**src/rtl/mem_arb_pkg.sv**
```systemverilog
// rtl/mem_arb_pkg.sv - shared types and constants for the unified memory arbiter
package mem_arb_pkg;

    // Which port, if any, owns the response slot in the cycle after a grant
    typedef enum logic [1:0] {
        NONE = 2'd0,
        INST = 2'd1,
        DATA = 2'd2
    } resp_src_e;

    localparam int MEM_BYTES_DEFAULT  = 65536;
    localparam int STARVE_MAX_DEFAULT = 4;

    // Reserved for a later MMIO decode stage in front of the arbiter
    localparam logic [31:0] MMIO_CONSOLE_BASE = 32'h1000_0000;
    localparam logic [31:0] MMIO_PASS_BASE    = 32'h2000_0000;

endpackage

```
**src/rtl/starve_counter.sv**
```systemverilog
// rtl/starve_counter.sv - saturating up-counter with synchronous clear
module starve_counter #(
    parameter int  MAX = 4,
    localparam int CW  = $clog2(MAX + 1)
) (
    input  logic          clk,
    input  logic          resetn,
    input  logic          inc,
    input  logic          clr,
    output logic [CW-1:0] count
);

    // Clear has priority over increment; the count sticks at MAX
    always_ff @(posedge clk or negedge resetn) begin
        if (!resetn) begin
            count <= '0;
        end else if (clr) begin
            count <= '0;
        end else if (inc && (count != CW'(MAX))) begin
            count <= count + CW'(1);
        end
    end

endmodule

```
**src/rtl/dual_port_mem_arbiter.sv**
```systemverilog
// rtl/dual_port_mem_arbiter.sv - fetch/load-store arbiter in front of one single-port SRAM
module dual_port_mem_arbiter
    import mem_arb_pkg::*;
#(
    parameter int  MEM_BYTES  = MEM_BYTES_DEFAULT,
    parameter int  STARVE_MAX = STARVE_MAX_DEFAULT,
    localparam int AW         = $clog2(MEM_BYTES / 4)
) (
    input  logic          clk,
    input  logic          resetn,
    input  logic          i_req,
    input  logic [31:0]   i_addr,
    output logic          i_gnt,
    output logic          i_rvalid,
    output logic [31:0]   i_rdata,
    output logic          i_err,
    input  logic          d_req,
    input  logic          d_we,
    input  logic [31:0]   d_addr,
    input  logic [31:0]   d_wdata,
    input  logic [3:0]    d_wstrb,
    output logic          d_gnt,
    output logic          d_rvalid,
    output logic [31:0]   d_rdata,
    output logic          d_err,
    output logic          sram_en,
    output logic [3:0]    sram_we,
    output logic [AW-1:0] sram_addr,
    output logic [31:0]   sram_wdata,
    input  logic [31:0]   sram_rdata
);

    localparam int          CW        = $clog2(STARVE_MAX + 1);
    localparam logic [31:0] MEM_LIMIT = 32'(MEM_BYTES);

    logic [CW-1:0] starve_cnt;
    logic          fetch_pri;
    logic          starve_inc;
    logic          i_ok;
    logic          d_ok;
    resp_src_e     resp_src;
    logic          resp_err;
    logic          resp_rd;
    logic          unused_addr_bits;

    // Byte offsets are ignored: every access is a full aligned word
    assign unused_addr_bits = ^{i_addr[1:0], d_addr[1:0]};

    assign i_ok = (i_addr < MEM_LIMIT);
    assign d_ok = (d_addr < MEM_LIMIT);

    // Data wins unless fetch has been starved long enough; nothing is granted in reset
    always_comb begin
        fetch_pri = (starve_cnt == CW'(STARVE_MAX));
        d_gnt     = resetn && d_req && (!i_req || !fetch_pri);
        i_gnt     = resetn && i_req && !d_gnt;
    end

    // Count cycles a pending fetch is passed over; any fetch grant or idle fetch clears it
    assign starve_inc = i_req && !i_gnt;

    starve_counter #(
        .MAX (STARVE_MAX)
    ) u_starve (
        .clk    (clk),
        .resetn (resetn),
        .inc    (starve_inc),
        .clr    (!starve_inc),
        .count  (starve_cnt)
    );

    // Drive the SRAM in the grant cycle; out-of-range grants never touch it
    always_comb begin
        sram_en    = 1'b0;
        sram_we    = 4'b0000;
        sram_addr  = '0;
        sram_wdata = 32'h0;
        if (d_gnt && d_ok) begin
            sram_en   = 1'b1;
            sram_addr = d_addr[AW+1:2];
            if (d_we) begin
                sram_we    = d_wstrb;
                sram_wdata = d_wdata;
            end
        end else if (i_gnt && i_ok) begin
            sram_en   = 1'b1;
            sram_addr = i_addr[AW+1:2];
        end
    end

    // Remember who was granted so the next cycle's response is steered back to them
    always_ff @(posedge clk or negedge resetn) begin
        if (!resetn) begin
            resp_src <= NONE;
            resp_err <= 1'b0;
            resp_rd  <= 1'b0;
        end else if (d_gnt) begin
            resp_src <= DATA;
            resp_err <= !d_ok;
            resp_rd  <= !d_we;
        end else if (i_gnt) begin
            resp_src <= INST;
            resp_err <= !i_ok;
            resp_rd  <= 1'b1;
        end else begin
            resp_src <= NONE;
            resp_err <= 1'b0;
            resp_rd  <= 1'b0;
        end
    end

    // Return read data only for a clean read; write acks and errors carry zero
    always_comb begin
        i_rvalid = (resp_src == INST);
        i_err    = i_rvalid && resp_err;
        i_rdata  = (i_rvalid && !resp_err && resp_rd) ? sram_rdata : 32'h0;
        d_rvalid = (resp_src == DATA);
        d_err    = d_rvalid && resp_err;
        d_rdata  = (d_rvalid && !resp_err && resp_rd) ? sram_rdata : 32'h0;
    end

endmodule

```
**config.mk**
```make
export PLATFORM = sky130hd
export DESIGN_NAME = dual_port_mem_arbiter
export DESIGN_NICKNAME = d
export VERILOG_FILES = /design/src/rtl/mem_arb_pkg.sv /design/src/rtl/starve_counter.sv /design/src/rtl/dual_port_mem_arbiter.sv
export SDC_FILE = /design/constraint.sdc
export NUM_CORES = 1
export LEC_CHECK = 0
export ABC_AREA = 1
export ABC_CLOCK_PERIOD_IN_PS = 2250
export CORE_AREA = 2 2 100 102
export CTS_CLUSTER_DIAMETER = 120
export DETAILED_ROUTE_END_ITERATION = 8
export DIE_AREA = 0 0 102 104
export PLACE_DENSITY_LB_ADDON = 0.12
export SYNTH_ARGS = -nofsm -noshare
export SYNTH_HDL_FRONTEND = slang
export SYNTH_HIERARCHICAL = 1
export SYNTH_SLANG_ARGS = --single-unit
```
**constraint.sdc**
```tcl
create_clock -name clk -period 2.25 [get_ports clk]
set_clock_uncertainty 0.05 [all_clocks]
set_input_delay 0.45 -clock clk [delete_from_list [all_inputs] [get_ports clk]]
set_output_delay 0.45 -clock clk [all_outputs]
set_load 0.01 [all_outputs]
```
Word-level counts from Yosys, hierarchy flattened
Index checks and enable logic that the tools add are counted.
{"block": "classes", "addsub": 1, "magnitude_cmp": 2, "n_eq_ne": 5, "mux": 18, "reduce_logical": 23}
{"operator": "$mux 32", "count": 4}
{"operator": "$lt 32x17->1 const B", "count": 2}
{"operator": "$mux 14", "count": 2}
{"operator": "$logic_and 1x1->1", "count": 14}
{"operator": "$logic_not 1->1", "count": 8}
{"operator": "$mux 4", "count": 2}
{"operator": "$mux 1", "count": 7}
{"operator": "$mux 3", "count": 2}
{"operator": "$add 3x1->3 const B", "count": 1}
{"operator": "$eq 3x3->1 const B", "count": 1}
{"operator": "$ne 3x3->1 const B", "count": 1}
{"operator": "$eq 2x1->1 const B", "count": 1}
{"operator": "$eq 2x2->1 const B", "count": 1}
{"operator": "$mux 2", "count": 1}
{"operator": "$ne 2x2->1 const B", "count": 1}
{"operator": "$logic_or 1x1->1", "count": 1}
{"block": "totals", "reg_bits": 7, "in_bits": 137, "out_inout_bits": 121, "wordCells": 53}

Longest topological paths before layout
{"block": "logic_depth", "word_depth": 11, "mapped_depth": 10, "mapped_depth_nobuf": 10}

Modules after synthesis
Netlist, hierarchy kept.
{"module": "dual_port_mem_arbiter", "instances": 1, "cells_per_inst": 286, "area_each_um2": 1316.3, "seq_area_each_um2": 100.1}
{"module": "starve_counter", "instances": 1, "cells_per_inst": 25, "area_each_um2": 186.4, "seq_area_each_um2": 75.1}

Worst setup path after synthesis
No wires, ideal clock.
{"block": "synth_timing", "path_kind": "input -> output", "from": "input d_addr[31]", "to": "output sram_addr[10]", "arrival_time_ns": 1.313, "slack_ns": 0.437, "cell_stages": 7, "path_cell_list": "nor2_1 nand2_1 nor2_4 nand3_2 buf_6 buf_8 a21oi_2"}
{"block": "synth_between", "elab_chain_len": 3}
{"element": "start, declared", "line": "dual_port_mem_arbiter.sv:19", "source": "input logic [31:0] d_addr,"}
{"element": "$lt 32x17->1", "line": "dual_port_mem_arbiter.sv:50", "source": "assign d_ok = (d_addr < MEM_LIMIT);"}
{"element": "$logic_and 1x1->1", "line": "dual_port_mem_arbiter.sv:78", "source": "if (d_gnt && d_ok) begin"}
{"element": "$mux 14", "line": "dual_port_mem_arbiter.sv:78"}
{"element": "end, declared", "line": "dual_port_mem_arbiter.sv:28", "source": "output logic [AW-1:0] sram_addr,"}
Every way passes these cells.

Worst setup path in the final report
{"block": "layout_timing", "from": "register u_starve.count[2]", "to": "output sram_wdata[11]"}
{"block": "layout_between", "elab_chain_len": 6}
{"element": "start, declared", "line": "starve_counter.sv:10", "source": "output logic [CW-1:0] count"}
{"element": "start signal, assigned", "line": "starve_counter.sv:20", "source": "count <= count + CW'(1);"}
{"element": "$eq 3x3->1", "line": "dual_port_mem_arbiter.sv:54", "source": "fetch_pri = (starve_cnt == CW'(STARVE_MAX));"}
{"element": "$logic_not 1->1", "line": "dual_port_mem_arbiter.sv:55", "source": "d_gnt = resetn && d_req && (!i_req || !fetch_pri);"}
{"element": "$logic_or 1x1->1", "line": "dual_port_mem_arbiter.sv:55"}
{"element": "$logic_and 1x1->1", "line": "dual_port_mem_arbiter.sv:55"}
{"element": "$logic_and 1x1->1", "line": "dual_port_mem_arbiter.sv:78"}
{"element": "$mux 32", "line": "dual_port_mem_arbiter.sv:78"}
{"element": "end, declared", "line": "dual_port_mem_arbiter.sv:29", "source": "output logic [31:0] sram_wdata,"}
Every way passes these cells.

==> impl_metrics.toml <==
[timing]
worst_slew_margin_rel_pct = 82.0
grt_setup_unrepaired = "yes"
report.final.hold_viol_count = 0
final.setup.worst_slack_ns = 0.0816
setup_viol = 0
max_freq_mhz = 461
period_share_pct = 96.4
maxSlewViolCount = 0
worstMarginPinSlew_ns = 0.270
finalCriticalPeriod_ns = 2.17
whs_ns = 0.304

[outcome]
run_status = "completed"

[logic_synthesis]
syn-instance-count = 311
cell_area_after_synthesis_um2 = 1500
ys.warnings.count = 6
ys_seq_elements = 7
area_contributors_post_synth = "sky130_fd_sc_hd__nor2_1, sky130_fd_sc_hd__inv_1, sky130_fd_sc_hd__dfrtp_1, sky130_fd_sc_hd__nand2_1, sky130_fd_sc_hd__a21oi_2"
post-synth-top-area-cell = "sky130_fd_sc_hd__nor2_1"
syn-num-nets = 450
yosysTopAreaCellShare_pct = 33.7
synth.distinct_cells = 22
synth-seq-area-share_pct = 11.7
avgSynthCellArea_um2 = 4.83

[floorplanning]
chipWidth_um = 102
design.die.area_um2 = 10600
die_y_um = 104
placementRows = 36
core_area_um2 = 9550
start_util_pct = 15.7
ioPinCount = 258

[clocking]
ctsHoldBuffers = 0
cts_buffers = 3
cts.root.buffer_cell = "sky130_fd_sc_hd__clkbuf_8"
cts.sink_count = 7
clk_pin_slew_ns = 0.04
clk_path_buf_depth = 2
worstSkewPairLatency_ns = 0.23
cts-htree-levels = 1
clock_tree_from_tritoncts = "yes"

[place]
post-dp-hpwl_mm = 7.61
io_buffers = 253
dp_worst_setup_slack_ns = -0.529
dp_cells = 702
gp_routability_congestion = 0.842

[grt]
globalRouteOverflowTotal = 0
grt_start_max_net_pins = 33
vias_in_the_first_global_route = 2680
grt_antenna_before_repair = 1
grt.total_usage_pct = 16.4
first_pass_grt_wire_length_mm = 13.8

[finish]
layout_nets = 734
flow.area_growth_from_synthesis_pct = 206
post_route_cells_drive_above_1_share_pct = 27.3
layoutNonFillerInstCount = 728

[worst_setup_path]
number_of_cell_instances_on_the_worst_register_to_register_path = 11
setup.worst_path.end_class = "primary output"
critical_path_start_end_classification = "flip-flop to primary output"
worst-path-max-fanout = 4
timing.critical_path.from = "u_starve/count[2]"
critPathMaxStageDelay_ns = 0.39
timing.critical_path.arrival_ns = 1.67
critPathLaunchType = "flip-flop"
worst_r2r_endpoint = "u_starve/count[2]"
minimum_setup_slack_among_reg_to_reg_paths_ns = 0.81
crit-reg2reg-launch = "u_starve/count[2]"
crit_path_top_delay_cell = "sky130_fd_sc_hd__dfrtp_1"
critical_path.cell_chain = "nand2_1, inv_1, nand2_2, nand2_4, inv_6, nand4_4, buf_12, clkbuf_16, nor2_4, buf_6"
cp_data_required_time_ns = 1.75

[power_and_ir_drop]
worst_vdd_ir_uv = 109
power.static_leakage_nw = 2.83
power.density_cell_area_nw_per_um2 = 154

[route]
vias_per_cell = 3.85
drtPass1Iterations = 4
avgRoutedWirePerCell_um = 13.0
final_antenna_net_count = 0
postRouteWirelength_mm = 9.46
first_iter_violations = 52
detailroute.via_count = 2806
drc_errors = 0

[job]
drv.max_cap_violation_count = 0

[worst_hold_path]
hp-class = "input port to async pin"
[Yosys cell counts (all sizes together)]
library cell	n
nor2	138
inv	83
nand2	38
a21oi	17
buf	7
dfrtp	7
clkbuf	6
nand3	5
nand4	3
o21ai	3
ha	2
a21o	1
nor3	1
[worst max-delay path by stage]
stage	slack [ns]	end	cells past startpoint
2_1_floorplan	0.44	sram_addr[10]	7
3_3_place_gp	-0.52	sram_addr[8]	11
3_5_place_dp	-0.53	sram_addr[0]	11
4_1_cts	-0.08	sram_addr[10]	11
5_1_grt	-0.02	sram_wdata[11]	10
6_report	0.08	sram_wdata[11]	10
[layout make-up]
| cell class | count | area [µm²] |
|---|---|---|
| Antenna cell | 1 | 2.50 |
| Clock buffer | 3 | 41.3 |
| Clock inverter | 1 | 5.00 |
| Fill cell | 1038 | 4960 |
| Inverter | 83 | 317 |
| Multi-Input combinational cell | 208 | 1090 |
| Sequential cell | 7 | 175 |
| Tap cell | 133 | 166 |
| Timing Repair Buffer | 292 | 2800 |
[registers in the layout, summed over array words and instances (netlist names)]
name and cells:
resp_err 1, resp_src 2, u_starve/count 3, resp_rd 1
[logic make-up (layout without fill, tap and decap cells)]
group	count (synthesis)	in the layout	synth area share (%)
AOI/OAI and AO/OA	21	21	9.41
adders and majority gates	2	2	1.67
buffers and inverters	96	379	26.1
DFF	7	7	11.7
other	0	1	0
and+or+nand+nor	185	185	51.2
[cell usage in the layout, fill, tap and decap left out, drive strengths merged]
cell,instances
nor2,138
clkdlybuf4s50,108
inv,83
buf,78
dlygate4sd2,46
nand2,38
clkdlybuf4s15,24
clkbuf,23
a21oi,17
dlymetal6s2s,15
dfrtp,7
nand3,5
o21ai,3
nand4,3
ha,2
diode,1
nor3,1
a21o,1
clkinv,1
bufbuf,1
[metrics by stage]
| stage | power [mW] | area (µm²) | util, % | setup TNS (ns) |
|---|---|---|---|---|
| after floorplan | 0.238 | 1500 | - | 0 |
| after global placement | 0.544 | 4320 | 45.2 | -23.79 |
| after detailed placement | 0.548 | 4320 | 45.2 | -23.79 |
| after CTS | 0.712 | 4460 | 46.8 | -0.0889 |
| after global routing | 0.761 | 4590 | 48.1 | -0.0368 |
| final | 0.708 | 4590 | 48.1 | 0 |
[worst max-delay path: cells and delay by family (launching register included)]
| family | cells | cell delay, ns |
|---|---|---|
| buffers and inverters | 5 | 0.58 |
| flip-flops | 1 | 0.39 |
| AND/OR/NAND/NOR | 5 | 0.46 |
[routing by layer]
metal  global-route usage [%]  wire (µm)  vias to the layer above
li1                         -          -                     1446
met1                     16.7       3200                     1196
met2                     33.1       5130                      154
met3                     3.90        996                       10
met4                     2.57        127                        0
met5                        0          0                        -
[power by group]
group	internal (mW)	switching, mW	leakage, nW
Combinational	0.250	0.140	2.71
Sequential	0.135	0.00560	0.0916
Clock	0.120	0.0565	0.0255
Total	0.505	0.202	2.83
[repair_timing]
item                                    CTS  global route
buffers inserted                          8             6
endpoints found under the setup margin   86            73
pin swaps                                37            21
gates resized for setup                 318            82
cloned                                    7             1
(Power assumes the default switching activity.)
